**config.mk**
```make
export PLATFORM = sky130hd
export DESIGN_NAME = lsu_mem_initiator
export DESIGN_NICKNAME = d
export VERILOG_FILES = /design/src/rtl/lsu_mem_initiator_pkg.sv /design/src/rtl/lsu_load_align.sv /design/src/rtl/lsu_mem_initiator.sv
export SDC_FILE = /design/constraint.sdc
export NUM_CORES = 1
export LEC_CHECK = 0
export CAP_MARGIN = 20
export CORE_ASPECT_RATIO = 1.75
export CORE_MARGIN = 8
export CORE_UTILIZATION = 50
export DETAILED_ROUTE_END_ITERATION = 10
export DONT_BUFFER_PORTS = 1
export PLACE_DENSITY = 0.7
export SKIP_CTS_REPAIR_TIMING = 1
export SYNTH_ARGS = -nofsm -noshare
export SYNTH_HDL_FRONTEND = slang
export SYNTH_SLANG_ARGS = --single-unit
```
**constraint.sdc**
```tcl
create_clock -name clk -period 2.4 [get_ports clk]
set_clock_uncertainty 0.15 [all_clocks]
set_input_delay 0.24 -clock clk [delete_from_list [all_inputs] [get_ports clk]]
set_output_delay 0.24 -clock clk [all_outputs]
set_load 0.02 [all_outputs]
```
**src/rtl/lsu_mem_initiator_pkg.sv**
```systemverilog
// Shared encodings for the load/store unit: MMU widths, RV32I funct3 values,
// fault causes, FSM states and the captured bus request payload.
package lsu_mem_initiator_pkg;

    localparam int unsigned XLEN = 32;

    localparam logic [1:0] MMU_WIDTH_BYTE = 2'd0;
    localparam logic [1:0] MMU_WIDTH_HALF = 2'd1;
    localparam logic [1:0] MMU_WIDTH_WORD = 2'd3;

    localparam logic [2:0] F3_B  = 3'd0;
    localparam logic [2:0] F3_H  = 3'd1;
    localparam logic [2:0] F3_W  = 3'd2;
    localparam logic [2:0] F3_BU = 3'd4;
    localparam logic [2:0] F3_HU = 3'd5;

    localparam logic [2:0] CAUSE_NONE       = 3'd0;
    localparam logic [2:0] CAUSE_LOAD_MISAL = 3'd1;
    localparam logic [2:0] CAUSE_STORE_MISAL = 3'd2;
    localparam logic [2:0] CAUSE_ILLEGAL    = 3'd3;
    localparam logic [2:0] CAUSE_TIMEOUT    = 3'd4;

    typedef enum logic [1:0] {
        ST_IDLE  = 2'd0,
        ST_ISSUE = 2'd1,
        ST_WAIT  = 2'd2,
        ST_RESP  = 2'd3
    } lsu_state_e;

    typedef struct packed {
        logic [XLEN-1:0] addr;
        logic [XLEN-1:0] wdata;
        logic [1:0]      width;
        logic            is_signed;
        logic            store;
    } bus_req_t;

    function automatic logic f3_legal(input logic store, input logic [2:0] f3);
        if (store) return (f3 == F3_B) || (f3 == F3_H) || (f3 == F3_W);
        return (f3 == F3_B) || (f3 == F3_H) || (f3 == F3_W) ||
               (f3 == F3_BU) || (f3 == F3_HU);
    endfunction

    function automatic logic [1:0] f3_width(input logic [2:0] f3);
        case (f3[1:0])
            2'd0:    return MMU_WIDTH_BYTE;
            2'd1:    return MMU_WIDTH_HALF;
            default: return MMU_WIDTH_WORD;
        endcase
    endfunction

    function automatic logic is_misaligned(input logic [1:0] width, input logic [1:0] lo);
        return ((width == MMU_WIDTH_HALF) && lo[0]) ||
               ((width == MMU_WIDTH_WORD) && (lo != 2'd0));
    endfunction

endpackage

```
**src/rtl/lsu_load_align.sv**
```systemverilog
// Combinational load lane select and sign/zero extension from a raw aligned word.
module lsu_load_align
    import lsu_mem_initiator_pkg::*;
(
    input  logic [XLEN-1:0] word_i,
    input  logic [1:0]      addr_lo_i,
    input  logic [2:0]      funct3_i,
    output logic [XLEN-1:0] data_o
);

    logic [7:0]  byte_c;
    logic [15:0] half_c;

    always_comb begin
        byte_c = word_i[{addr_lo_i, 3'b000} +: 8];
        half_c = word_i[{addr_lo_i[1], 4'b0000} +: 16];
        case (funct3_i)
            F3_B:    data_o = {{24{byte_c[7]}}, byte_c};
            F3_BU:   data_o = {24'd0, byte_c};
            F3_H:    data_o = {{16{half_c[15]}}, half_c};
            F3_HU:   data_o = {16'd0, half_c};
            default: data_o = word_i;
        endcase
    end

endmodule

```
**src/rtl/lsu_mem_initiator.sv**
```systemverilog
// Load/store unit initiator: decodes one RV32I access, drives the MMU handshake,
// extracts load data and returns a single-cycle response.
module lsu_mem_initiator
    import lsu_mem_initiator_pkg::*;
#(
    parameter int unsigned TIMEOUT_CYCLES = 15,
    parameter int unsigned MMU_EXTRACTS   = 0
) (
    input  logic            clk,
    input  logic            reset_n,
    input  logic            req_valid,
    output logic            req_ready,
    input  logic            req_store,
    input  logic [2:0]      req_funct3,
    input  logic [XLEN-1:0] req_base,
    input  logic [XLEN-1:0] req_offset,
    input  logic [XLEN-1:0] req_wdata,
    output logic            resp_valid,
    output logic [XLEN-1:0] resp_rdata,
    output logic            resp_fault,
    output logic [2:0]      resp_cause,
    output logic            mem_read_enable,
    output logic            mem_write_enable,
    output logic            mem_signed_read,
    output logic [1:0]      mem_data_width,
    output logic [XLEN-1:0] mem_address,
    output logic [XLEN-1:0] mem_data_in,
    input  logic [XLEN-1:0] mem_data_out,
    input  logic            mem_ready
);

    localparam int unsigned CNT_W = 8;
    localparam logic [CNT_W-1:0] TIMEOUT_CNT = CNT_W'(TIMEOUT_CYCLES);

    lsu_state_e      state_q, state_d;
    bus_req_t        bus_q, bus_d;
    logic [2:0]      funct3_q, funct3_d;
    logic [CNT_W-1:0] cnt_q, cnt_d;
    logic            req_ready_q, req_ready_d;
    logic            resp_valid_q, resp_valid_d;
    logic [XLEN-1:0] resp_rdata_q, resp_rdata_d;
    logic            resp_fault_q, resp_fault_d;
    logic [2:0]      resp_cause_q, resp_cause_d;
    logic            rd_en_q, rd_en_d;
    logic            wr_en_q, wr_en_d;

    logic [XLEN-1:0] ea_c;
    logic [1:0]      width_c;
    logic [XLEN-1:0] aligned_c;
    logic [XLEN-1:0] load_result_c;

    assign ea_c    = req_base + req_offset;
    assign width_c = f3_width(req_funct3);

    lsu_load_align u_align (
        .word_i    (mem_data_out),
        .addr_lo_i (bus_q.addr[1:0]),
        .funct3_i  (funct3_q),
        .data_o    (aligned_c)
    );

    assign load_result_c = (MMU_EXTRACTS != 0) ? mem_data_out : aligned_c;

    // Next-state, capture and response logic
    always_comb begin
        state_d      = state_q;
        bus_d        = bus_q;
        funct3_d     = funct3_q;
        cnt_d        = cnt_q;
        resp_rdata_d = resp_rdata_q;
        resp_fault_d = resp_fault_q;
        resp_cause_d = resp_cause_q;

        case (state_q)
            ST_IDLE: begin
                if (req_valid && req_ready_q) begin
                    bus_d.addr      = ea_c;
                    bus_d.wdata     = req_wdata;
                    bus_d.width     = width_c;
                    bus_d.is_signed = !req_store && ((req_funct3 == F3_B) || (req_funct3 == F3_H));
                    bus_d.store     = req_store;
                    funct3_d        = req_funct3;
                    resp_rdata_d    = '0;
                    if (!f3_legal(req_store, req_funct3)) begin
                        state_d      = ST_RESP;
                        resp_fault_d = 1'b1;
                        resp_cause_d = CAUSE_ILLEGAL;
                    end else if (is_misaligned(width_c, ea_c[1:0])) begin
                        state_d      = ST_RESP;
                        resp_fault_d = 1'b1;
                        resp_cause_d = req_store ? CAUSE_STORE_MISAL : CAUSE_LOAD_MISAL;
                    end else begin
                        state_d = ST_ISSUE;
                    end
                end
            end
            ST_ISSUE: begin
                state_d = ST_WAIT;
                cnt_d   = '0;
            end
            ST_WAIT: begin
                if (mem_ready) begin
                    state_d      = ST_RESP;
                    resp_rdata_d = bus_q.store ? '0 : load_result_c;
                    resp_fault_d = 1'b0;
                    resp_cause_d = CAUSE_NONE;
                end else begin
                    cnt_d = cnt_q + CNT_W'(1);
                    if (cnt_q + CNT_W'(1) == TIMEOUT_CNT) begin
                        state_d      = ST_RESP;
                        resp_rdata_d = '0;
                        resp_fault_d = 1'b1;
                        resp_cause_d = CAUSE_TIMEOUT;
                    end
                end
            end
            ST_RESP: begin
                state_d      = ST_IDLE;
                resp_rdata_d = '0;
                resp_fault_d = 1'b0;
                resp_cause_d = CAUSE_NONE;
            end
            default: state_d = ST_IDLE;
        endcase

        req_ready_d  = (state_d == ST_IDLE);
        resp_valid_d = (state_d == ST_RESP);
        rd_en_d      = (state_d == ST_ISSUE) && !bus_d.store;
        wr_en_d      = (state_d == ST_ISSUE) &&  bus_d.store;
    end

    always_ff @(posedge clk or negedge reset_n) begin
        if (!reset_n) begin
            state_q      <= ST_IDLE;
            bus_q        <= '0;
            funct3_q     <= '0;
            cnt_q        <= '0;
            req_ready_q  <= 1'b1;
            resp_valid_q <= 1'b0;
            resp_rdata_q <= '0;
            resp_fault_q <= 1'b0;
            resp_cause_q <= CAUSE_NONE;
            rd_en_q      <= 1'b0;
            wr_en_q      <= 1'b0;
        end else begin
            state_q      <= state_d;
            bus_q        <= bus_d;
            funct3_q     <= funct3_d;
            cnt_q        <= cnt_d;
            req_ready_q  <= req_ready_d;
            resp_valid_q <= resp_valid_d;
            resp_rdata_q <= resp_rdata_d;
            resp_fault_q <= resp_fault_d;
            resp_cause_q <= resp_cause_d;
            rd_en_q      <= rd_en_d;
            wr_en_q      <= wr_en_d;
        end
    end

    assign req_ready        = req_ready_q;
    assign resp_valid       = resp_valid_q;
    assign resp_rdata       = resp_rdata_q;
    assign resp_fault       = resp_fault_q;
    assign resp_cause       = resp_cause_q;
    assign mem_read_enable  = rd_en_q;
    assign mem_write_enable = wr_en_q;
    assign mem_signed_read  = bus_q.is_signed;
    assign mem_data_width   = bus_q.width;
    assign mem_address      = bus_q.addr;
    assign mem_data_in      = bus_q.wdata;

endmodule
```
==> out/qor.yml, run 1 <==
status: "finished, violations left"
violations: "hold timing"
p_leak_nw: 4.09
total_power_mw: 11.2
netlist_area_um2: 7820
path_delay_family: "compound AO/OA/AOI/OAI gates"
hold_ws_ns: -0.623
synth-seq-cells: 121
vias: 6725
die_y_um: 181
synth_area_leaders: "dfrtp_1 38%, nand2_1 11%, buf_4 6.3%"
worstPathMaxFanout: 4
first_global_vias: 6538
fp-row-count: 60
clkSinkCount: 121
dp.cells: 1051
synth_top_area_frac: 0.384
critPathCaptureType: "flop"
fin_ws_ns: 0.120
maxSlewHeadroom: 0.583
fin_crit_sh: 0.950
timing.rr.start: "cnt_q[0]"
clkSlewWorstSetupHoldPaths_ns: 0.06
cpMostUsedCell: "buf_4"
fp.dieW_um: 111
grt_pass1_wl_um: 34900
critical_path_depth: 8
fmax_ghz: 0.439
drive_gt1_frac: 0.119
power_density_nw_per_um2: 1230
period_minus_slack_ns: 2.28
hold_viol_final: 121
irDropWorstVdd_uv: 679
fp.coreArea_um2: 15300
rsz0062_at_grt: "yes"
yosysUniqueCellTypes: 66
initial_core_util: 0.511
cp_num_buf_inv: 2
final_common_cell: "nand2_1"
antenna_found_initial: 0
cts_tree: "yes"
die_area_um2: 20100
dp_hpwl_um: 17500
nFillCells: 1337
place_congestion: 0.934
required_ns: 2.58
critPathLaunch: "cnt_q[0]"
yosys_warnings: 0
tightest_slew_ns: 0.617
mostFrequentLayoutCells: "231 x nand2_1, 120 x dfrtp_1, 83 x o21ai_0, 63 x dlygate4sd3_1, 53 x a21oi_1"
drt_pass1_iterations: 5
slowest_stage: "o41ai_1"
setup_violations: 0
ios: 243
area.growth.synth_to_final_pct: 15.7
crit_type: "reg2reg"
wl_per_cell_um: 20.5
crit_path_max_incr_delay_ns: 0.53
reg2reg_to: "req_ready"
startpoint_type: "flop"
overflow: 0
clock_latency_ns: 0.40
place_ws_ns: -0.207
io_buffers: 0
grt_max_degree: 122
multi_input_area_um2: 4070
async_flop_share: 1.00
cts_buffer_depth: 2
syn_avg_cell_area_um2: 8.39
vias_per_cell: 5.85
synth_edf_count: 0
wl_um: 23500
antenna_left: 0
synth-main-ff-cell: "dfrtp_1"
fin_nets: 1125
diodes: 0
final.setup.tns_ns: 0
drt_iter0_markers: 434
cap_violations: 0
route.detailed.drc: 0
regArea_um2: 3030
synthCells: 933
layout.cells.non_filler: 1149
synth-seq-area-share: 0.387
yosys.area.top_type: "dfrtp_1"
root_buffer: "clkbuf_16"
setup.worst_path.end: "req_ready"
cts.htree.levels: 4
cts_buffers: 17
rr_worst_depth: 8
reg2reg_slack_ns: 0.12
arrival_ns: 2.46
min_path_type: "in2async"
path_cells: "buf_4 > nand2_1 > xnor2_1 > a31oi_1 > nor4_4 > o41ai_1 > buf_4 > nor2b_1"
mappedNetlistNets: 1108
grtUsageTotal: 0.217
report.final.slew_viol_count: 0
layer usage:
| layer | share of wire | global-route usage | up-vias |
|---|---|---|---|
| met5 | 0 | 0 | - |
| met2 | 0.54 | 0.409 | 301 |
| met4 | 0.041 | 0.110 | 0 |
| li1 | - | - | 3185 |
| met1 | 0.34 | 0.198 | 3176 |
| met3 | 0.075 | 0.0723 | 63 |
power by group:
part / internal, mW / leakage, nW / switching (mW)
combinational: 1.51 / 2.25 / 2.08
sequential: 3.01 / 1.56 / 1.99
clock: 1.55 / 0.280 / 1.02
worst reg2reg max path, stage by stage (launching register included):
cell and delay (ns):
dfrtp_1 0.39, buf_4 0.15, nand2_1 0.13, xnor2_1 0.08, a31oi_1 0.33, nor4_4 0.11
o41ai_1 0.53, buf_4 0.22, nor2b_1 0.13
cell type report:
type / count / share of cell area
Inverter: 22 / 0.00913
Multi-Input combinational cell: 672 / 0.450
Clock buffer: 17 / 0.0470
Sequential cell: 121 / 0.335
Clock inverter: 15 / 0.0184
Tap cell: 186 / 0.0257
Timing Repair Buffer: 116 / 0.115
synth_stat cells, types with 5 or more instances:
master	instances
nand2_1	231
dfrtp_1	120
o21ai_0	83
buf_4	66
a21oi_1	53
ha_1	38
clkbuf_1	28
nor2_1	23
nor2b_1	23
inv_1	22
o31ai_1	22
nand3_1	19
xnor2_1	18
buf_2	16
xor2_1	15
nand2b_1	11
a21o_1	9
mux2i_1	9
nor3_1	9
o211ai_1	8
a31oi_1	7
nand4_1	7
o21a_1	7
a211oi_1	5
nand3b_1	5
o22ai_1	5
sequential cells by signal (all words and copies together), names as in the netlist, 2 cells and up:
signal          count
mem_address        32
mem_data_in        32
resp_rdata         32
cnt_q               8
funct3_q            3
resp_cause          3
mem_data_width      2
state_q             2
cells by family after synthesis:
group	Yosys count	synth area share
AOI/OAI and AO/OA	234	0.183
xor gates and xnor gates	34	0.0390
adders and majority gates	39	0.0633
buffers and inverters	140	0.104
DFF	121	0.387
muxes	12	0.0202
and+or+nand+nor	353	0.202
per-stage QoR:
step                      cell area [um2]  utilization
after detailed placement             7770        0.507
final                                9050        0.591
after global routing                 9050        0.591
after global placement               7770        0.507
after CTS                            8360        0.546
after floorplan                      7860            -
worst min-delay path by stage:
stage / end / slack [ns] / depth (start not counted)
floorplan: bus_q[0] / -0.21 / 0
global placement: resp_rdata[20] / -0.20 / 0
detailed placement: resp_rdata[20] / -0.20 / 0
CTS: cnt_q[0] / -0.64 / 0
global route: cnt_q[0] / -0.65 / 0
finish: resp_rdata[20] / -0.62 / 0
Note: power is estimated with default switching activity, not from simulation.
==> run 2, diff against run 1 <==
CORE_UTILIZATION = 30   (was 50)
PLACE_DENSITY = 0.49   (was 0.7)
clock period = 2.5 ns   (was 2.4 ns; I/O delays follow)
==> run 2 against run 1 <==
Global-route usage down 6.3 points. Maximum frequency down 4.2%. The flow still finishes with violations (hold timing). Non-clock buffer count down 7. Die area up 58%. Clock power down 7%. Count of clock-buffer cells in the layout up 4. Final cell count up 11%. Worst hold slack worse by 0.024 ns.
==> out/qor.yml, run 2 (synthesized netlist as in run 1, its figures left out) <==
grt_pass1_wl_um: 37800  # +8.2%
path_cells: "ha_4 > nand3_1 > xor2_1 > nand3b_1 > nor4_4 > o21ai_4 > buf_12 > o31ai_1"
drt_iter0_markers: 206  # -53%
vias: 6470  # -3.8%
final_common_cell: "nand2_1"
status: "finished, violations left"
fp.coreArea_um2: 25800  # +68%
mostFrequentLayoutCells: "231 x nand2_1, 120 x dfrtp_1, 83 x o21ai_0, 65 x dlygate4sd3_1, 53 x a21oi_1"
grtUsageTotal: 0.154  # -0.0629
cts.htree.levels: 4  # unchanged
wl_met3_um: 1580  # -9.6%
worstPathMaxFanout: 58  # +54
clkSinkCount: 121  # unchanged
place_congestion: 0.888  # -5.0%
initial_core_util: 0.304  # -0.207
root_buffer: "clkbuf_16"
cap_violations: 0  # unchanged
drive_gt1_frac: 0.103  # -0.0168
first_global_vias: 6506  # -0.49%
fmax_ghz: 0.420  # -4.2%
layout.cells.non_filler: 1275  # +11%
hold_ws_ns: -0.647  # -0.0244 ns
io_buffers: 0  # unchanged
tightest_slew_ns: 0.745  # +0.128 ns
place_ws_ns: -0.286  # -0.0793 ns
dp_hpwl_um: 18900  # +7.9%
power_density_nw_per_um2: 1150  # -6.6%
diodes: 0  # unchanged
cts_tree: "yes"
min_path_type: "in2async"
die_y_um: 230  # +27%
cts_buffers: 17  # unchanged
dp.cells: 1175  # +12%
fp.dieW_um: 138  # +25%
area.growth.synth_to_final_pct: 16.6
cts_buffer_depth: 2  # unchanged
antenna_found_initial: 0  # unchanged
overflow: 0  # unchanged
grt_max_degree: 122  # unchanged
cp_num_buf_inv: 1  # -1
slowest_stage: "dfrtp_1"
crit_path_max_incr_delay_ns: 0.43  # -0.10 ns
die_area_um2: 31700  # +58%
vias_per_cell: 5.07  # -13%
ios: 243  # unchanged
setup_violations: 0  # unchanged
p_leak_nw: 4.04  # -1.2%
nFillCells: 2716  # +100%
route.detailed.drc: 0  # unchanged
timing.rr.start: "cnt_q[0]"
route.top_layer_used: "met4"
period_minus_slack_ns: 2.38  # +0.101 ns
rsz0062_at_grt: "no"
irDropWorstVdd_uv: 529  # -22%
fin_crit_sh: 0.953  # +0.00242
critPathLaunch: "cnt_q[0]"
wl_met1_um: 8860  # +11%
wl_met2_um: 14100  # +9.9%
critPathCaptureType: "flop"
fin_nets: 1118  # -0.62%
path_delay_family: "simple AND/OR/NAND/NOR gates"
fin_ws_ns: 0.118  # -0.00107 ns
hold_viol_final: 124  # +2.5%
clock_latency_ns: 0.44  # +0.04 ns
clkSlewWorstSetupHoldPaths_ns: 0.06  # about the same
maxSlewHeadroom: 0.503  # -0.0803
arrival_ns: 2.56  # +0.10 ns
startpoint_type: "flop"
final.setup.tns_ns: 0  # unchanged
wl_um: 25300  # +7.7%
report.final.slew_viol_count: 0  # unchanged
violations: "hold timing"
required_ns: 2.68  # +0.10 ns
wl_per_cell_um: 19.9  # -3.0%
fp-row-count: 78  # +30%
crit_type: "reg2reg"
drt_pass1_iterations: 4  # -1
antenna_left: 0  # unchanged
==> run 2: changes by cell type in the layout (fill, tap and decap cells not counted), moves of 2 or more <==
| cell | change |
|---|---|
| buf_4 | -11 |
| o31ai_2 | -4 |
| clkinv_4 | -2 |
| inv_8 | -2 |
| o31ai_1 | +4 |
| clkinvlp_4 | +2 |
| inv_6 | -2 |
| dlygate4sd3_1 | +2 |
| clkbuf_8 | +3 |
| buf_12 | +2 |
==> run 2: power by group <==
group / total, mW / internal [mW] / switching, mW / leakage (nW)
sequential: 4.80 / 2.89 / 1.91 / 1.56
clock: 2.38 / 1.44 / 0.949 / 0.260
combinational: 3.33 / 1.37 / 1.96 / 2.22
==> run 2: per-layer routing <==
| metal | vias up | global-route usage |
|---|---|---|
| li1 | 3169 | - |
| met3 | 43 | 0.0563 |
| met5 | - | 0 |
| met2 | 204 | 0.289 |
| met4 | 0 | 0.0778 |
| met1 | 3054 | 0.141 |
==> run 2: layout make-up <==
class / instances / area [um2] / share of cell area
sequential: 121 / 3030 / 0.332
tap: 320 / 400 / 0.0439
timing repair buffer: 109 / 1020 / 0.112
multi-input combinational: 672 / 4030 / 0.442
inverter: 22 / 82.6 / 0.00905
clock buffer: 21 / 470 / 0.0516
clock inverter: 10 / 93.8 / 0.0103
==> run 2: metrics by stage <==
step	utilization	total power [mW]	area (um2)	hold WS (ns)
after floorplan	-	7.69	7820	-0.196
after global placement	0.305	8.04	7850	-0.192
after detailed placement	0.305	8.08	7850	-0.193
after CTS	0.327	10.5	8420	-0.679
after global routing	0.354	11.3	9130	-0.678
final	0.354	10.5	9130	-0.647
==> run 2: path summary, 6_finish.rpt <==
| check | to | slack, ns | cells past startpoint |
|---|---|---|---|
| max in group asynchronous | req_ready | 2.54 | 0 |
| worst max-delay path | resp_rdata[26] | 0.12 | 8 |
| min in group clk | resp_rdata[9] | -0.02 | 4 |
| worst min-delay path | mem_address[9] | -0.65 | 0 |
| worst max register to register | resp_rdata[26] | 0.12 | 8 |
| worst min register to register | funct3_q[2] | 0.39 | 2 |
